$ cat config.mk
export PLATFORM = sky130hd
export DESIGN_NAME = if_fetch_unit
export DESIGN_NICKNAME = d
export VERILOG_FILES = /design/src/rtl/if_fetch_unit.sv
export SDC_FILE = /design/constraint.sdc
export NUM_CORES = 1
export LEC_CHECK = 0
export BUFFER_PORTS_ARGS = -buffer_cell sky130_fd_sc_hd__buf_2
export CAP_MARGIN = 20
export CORE_MARGIN = 2
export CORE_UTILIZATION = 49
export DETAILED_ROUTE_END_ITERATION = 16
export HOLD_SLACK_MARGIN = 0.1
export MAX_ROUTING_LAYER = met4
export PLACE_DENSITY = 0.91
export SLEW_MARGIN = 20
export SYNTH_ARGS = -nofsm -noshare
export SYNTH_HDL_FRONTEND = slang
export SYNTH_SLANG_ARGS = --single-unit
export TNS_END_PERCENT = 30
$ cat constraint.sdc
create_clock -name clk -period 2.7 [get_ports clk]
set_input_delay 0.135 -clock clk [delete_from_list [all_inputs] [get_ports clk]]
set_output_delay 0.135 -clock clk [all_outputs]
set_load 0.01 [all_outputs]
$ cat src/rtl/if_fetch_unit.sv
// Instruction-fetch stage: owns the PC, drives a one-outstanding req/resp
// instruction memory port and presents one fetched instruction plus PC+4 to IF/ID.
module if_fetch_unit #(
  parameter logic [31:0] RESET_PC     = 32'h0000_0000,
  parameter logic [31:0] BUBBLE_INSTR = 32'h0000_0000
) (
  input  logic        clk,
  input  logic        rst_n,
  input  logic        cpu_en,
  input  logic        id_shouldStall,
  input  logic        id_shouldJumpOrBranch,
  input  logic [31:0] id_target,
  output logic        imem_req,
  output logic [31:0] imem_addr,
  input  logic        imem_ready,
  input  logic        imem_rvalid,
  input  logic [31:0] imem_rdata,
  output logic        if_valid,
  output logic [31:0] if_instruction,
  output logic [31:0] if_pc_4
);

  localparam int unsigned XLEN = 32;

  typedef enum logic [1:0] {
    S_REQ     = 2'd0,
    S_WAIT    = 2'd1,
    S_HOLD    = 2'd2,
    S_DISCARD = 2'd3
  } state_t;

  state_t            state;
  logic [XLEN-1:0]   pc;
  logic [XLEN-1:0]   target;
  logic [XLEN-1:0]   pc_plus4;
  logic              fire;
  logic              consume;
  logic              accept;

  // Redirect outranks consume, which outranks stall; cpu_en gates both.
  assign fire     = cpu_en & id_shouldJumpOrBranch;
  assign consume  = cpu_en & ~id_shouldStall & ~fire & if_valid;
  assign target   = id_target & 32'hFFFF_FFFC;
  assign pc_plus4 = pc + XLEN'(4);
  assign accept   = imem_req & imem_ready;
  assign imem_addr = pc;

  // Request is issued from S_REQ, or from S_HOLD in the cycle the held instruction is consumed.
  always_comb begin
    imem_req = 1'b0;
    case (state)
      S_REQ:   imem_req = cpu_en & ~fire;
      S_HOLD:  imem_req = consume;
      default: imem_req = 1'b0;
    endcase
  end

  // Fetch FSM with PC and registered IF/ID outputs.
  always_ff @(posedge clk) begin
    if (!rst_n) begin
      state          <= S_REQ;
      pc             <= RESET_PC;
      if_valid       <= 1'b0;
      if_instruction <= BUBBLE_INSTR;
      if_pc_4        <= '0;
    end else begin
      case (state)
        S_REQ: begin
          if (fire) begin
            pc <= target;
          end else if (accept) begin
            state <= S_WAIT;
          end
        end
        S_WAIT: begin
          if (fire) begin
            pc    <= target;
            // A response arriving alongside the redirect is simply dropped.
            state <= imem_rvalid ? S_REQ : S_DISCARD;
          end else if (imem_rvalid) begin
            if_instruction <= imem_rdata;
            if_pc_4        <= pc_plus4;
            pc             <= pc_plus4;
            if_valid       <= 1'b1;
            state          <= S_HOLD;
          end
        end
        S_HOLD: begin
          if (fire) begin
            pc             <= target;
            if_valid       <= 1'b0;
            if_instruction <= BUBBLE_INSTR;
            if_pc_4        <= '0;
            state          <= S_REQ;
          end else if (consume) begin
            if_valid       <= 1'b0;
            if_instruction <= BUBBLE_INSTR;
            if_pc_4        <= '0;
            state          <= accept ? S_WAIT : S_REQ;
          end
        end
        S_DISCARD: begin
          if (fire) begin
            pc <= target;
          end
          // The stale response retires the outstanding request; nothing is left to wait for.
          if (imem_rvalid) begin
            state <= S_REQ;
          end
        end
        default: state <= S_REQ;
      endcase
    end
  end

endmodule
==> results.md <==
* IO Port Bufs at 164
* Count of cell types in the netlist at 46
* Antenna Violating Nets Remaining at 0
* Layout cell share with drive strength beyond 1 at 27.8%
* Sink Count at 96
* Gr usage total at 28.3%
* Initial antenna violation count at 0
* Fin. Hold Viols at 0
* Filler instances at 588
* Worst setup EP type: flop
* Mapped Cells at 500
* Outcome: finished, final reports clean
* Die Area at 9430 µm²
* Avg WL per Cell at 16.5 µm
* Detailed-route via count at 4540
* Max-Cap Viols at 0
* Post-synth EDFFs at 0
* Clock skew at 0.0151 ns
* Vias in the first global route at 4562
* DRT iter0 DRCs at 221
* #FFs+latches synth at 96
* Area delta synth->final at 37.7%
* I/O Pins at 169
* Place WS at 0.428 ns
* Fin area at 5850 µm²
* Critical Path AT at 2.51 ns
* Fin crit period at 2.30 ns
* Sequential area share after synthesis at 45.2%
* Crit Path Class: flop to flop
* CP Data Required Time at 2.90 ns
* Fin nets at 771
* CP max FO at 8
* Wire length after detailed routing at 13300 µm
* Max transition margin at 32.9%
* Die width at 97.1 µm
* Top_reg_cell synth: dfxtp_1
* Clock latency at the later pin of the worst-skew pair at 0.36 ns
* Fmax at 434 MHz
* Worst hold slack at 0.109 ns
* Total grt overflow at 0
* Core Region at 8300 µm²
* Starting Density at 51.2%
* # setup viols final at 0
* Clk root buf: clkbuf_8
* Row count at 33
* Vias per cell at 5.61
* Die Ht at 97.1 µm
* H-tree levels at 3
* Worst-path clk slew at 0.10 ns
* DR DRC count at 0
* Max stage delay on crit path at 0.45 ns
* Post-CTS Resized at 0
* Final period utilization at 85.3%
* P_leak at 2.40 nW
* Ys async rst share at 0%
* Final Max Tran Viols at 0
* # diodes at 0
* TritonCTS buffer count at 9
* Crit start category: flop
* Slowest stage cell, crit path: dfxtp_1
* Worst Max-Slew Pin Slew at 1.00 ns
* Area after DPL at 5100 µm²
* Syn Std Cell Area at 4250 µm²
* Post-layout util at 70.5%
* Cts hold-fix bufs at 57
* Non-filler instance count after layout at 809
* Total chip power at 2.72 mW
* Average size of a mapped cell at 8.50 µm²
* Max rail drop VDD at 0.299 mV
* CP Cell Sequence: ha_1 > nand3_1 > nand2b_1 > buf_4 > nor4_1 > xnor2_1 > a21oi_1
* Warnings from Yosys at 0
* Final WS setup at 0.396 ns
* First-pass DRT Iterations at 5
* First-pass GRT wire length at 21300 µm
* # placed instances at 736
* Post-DP HPWL at 8270 µm
* # Post-CTS Setup Buffers at 0
* Power Density at 466 nW/µm²
* Fin Setup TNS at 0 ns
* Worst Hold Class: primary input to flop
* RePlAce Congestion at 0.940
* Largest net degree at the start of global routing at 59
* Max clock buf depth at 2
* RSZ-0062 raised after global routing: false
* TritonCTS clock tree: done
## metal layers
metal  wire (µm)  vias to the layer above  global-route usage [%]  share of wire, %
li1            -                     2150                       -                 -
met5           0                        -                       -                 0
met3        1160                       36                    6.62               8.7
met4         297                        0                    12.1               2.2
met1        5390                     2120                    32.3                40
met2        6490                      234                    47.7                49
## state kept, by name, indices dropped and copies added (netlist names)
name and count:
if_instruction 32, if_valid 1, if_pc_4 31, state 2
imem_addr 30
## worst max-delay path: cells and delay by family (launching register included)
family,cells,cell delay [ns]
adders and majority gates,1,0.27
xor gates and xnor gates,1,0.16
DFF,1,0.45
AOI/OAI and AO/OA,1,0.08
buffers and inverters,1,0.27
and+or+nand+nor,3,0.92
## cell usage after synthesis, drive strengths merged (2+ instances only)
master  number  area (µm²)
nand3b       2        15.0
a31oi        2        12.5
a211oi       3        22.5
a311oi       4        35.0
nand4        6        67.6
nand3       14        70.1
nor4         8        62.6
o21ai       48         240
or3          3        18.8
nor2b        2        12.5
xor2         4        35.0
nand2       37         139
nor3        19        95.1
a22oi       40         300
a21oi       24         120
dfxtp       96        1920
nor2        68         255
and4         4        35.0
xnor2       47         412
buf         10        65.1
inv          5        18.8
clkbuf      31         116
nand2b       2        12.5
and2         4        25.0
## cell type report
cell class                      count  area [µm²]  share of cell area (%)
Tap cell                          105         131                    2.25
Multi-Input combinational cell    358        2150                    36.7
Sequential cell                    96        1920                    32.9
Timing Repair Buffer              228        1440                    24.7
Clock buffer                       10         128                    2.18
Inverter                            6        22.5                   0.385
Clock inverter                      6        52.6                   0.898
## power by group
part | internal, mW | switching (mW) | total, mW
clock | 0.349 | 0.527 | 0.876
combinational | 0.177 | 0.162 | 0.339
sequential | 1.45 | 0.0554 | 1.51
## logic make-up (layout without fill, tap and decap cells)
group	after synthesis	after routing	share of synthesized area, %
flops	96	96	45.2
xor+xnor	51	51	10.5
buf+inv	47	250	4.80
fa+ha+maj	1	1	0.294
other cells	1	2	0.0883
compound gates	128	128	18.7
mux	1	1	0.265
simple gates	175	175	20.1
## layout by cell type, fill, tap and decap left out, types with 2 or more instances in the layout
| master | netlist | layout |
|---|---|---|
| clkbuf_8 | 0 | 9 |
| or3_1 | 3 | 3 |
| a31oi_1 | 2 | 2 |
| and2_1 | 4 | 4 |
| buf_4 | 4 | 7 |
| conb_1 | 1 | 2 |
| nand2_1 | 37 | 36 |
| nand3_1 | 14 | 14 |
| nor2b_1 | 2 | 2 |
| nor3_1 | 19 | 18 |
| nor4_2 | 2 | 2 |
| a22oi_1 | 40 | 40 |
| a311oi_1 | 4 | 4 |
| clkinv_4 | 0 | 2 |
| dfxtp_1 | 96 | 96 |
| nand4_1 | 4 | 4 |
| nor2_1 | 68 | 66 |
| inv_1 | 5 | 5 |
| nand2b_1 | 2 | 2 |
| dlygate4sd3_1 | 0 | 57 |
| buf_2 | 4 | 164 |
| nand4_4 | 2 | 2 |
| a21oi_1 | 24 | 24 |
| a211oi_1 | 3 | 3 |
| nor2_4 | 0 | 2 |
| o21ai_0 | 48 | 48 |
| xnor2_1 | 47 | 47 |
| clkinvlp_4 | 0 | 2 |
| nand3b_1 | 2 | 2 |
| xor2_1 | 4 | 4 |
| and4_1 | 4 | 4 |
| nor4_1 | 6 | 6 |
## final timing paths
check                                    from             to  slack (ns)  cells after the start
worst max-delay path             imem_addr[2]  imem_addr[16]        0.40                      7
worst min-delay path            id_target[25]  imem_addr[25]        0.11                      3
worst max register to register   imem_addr[2]  imem_addr[16]        0.40                      7
worst min register to register    if_pc_4[25]    if_pc_4[25]        0.45                      2
No activity file was read; power rests on OpenSTA's default activity.
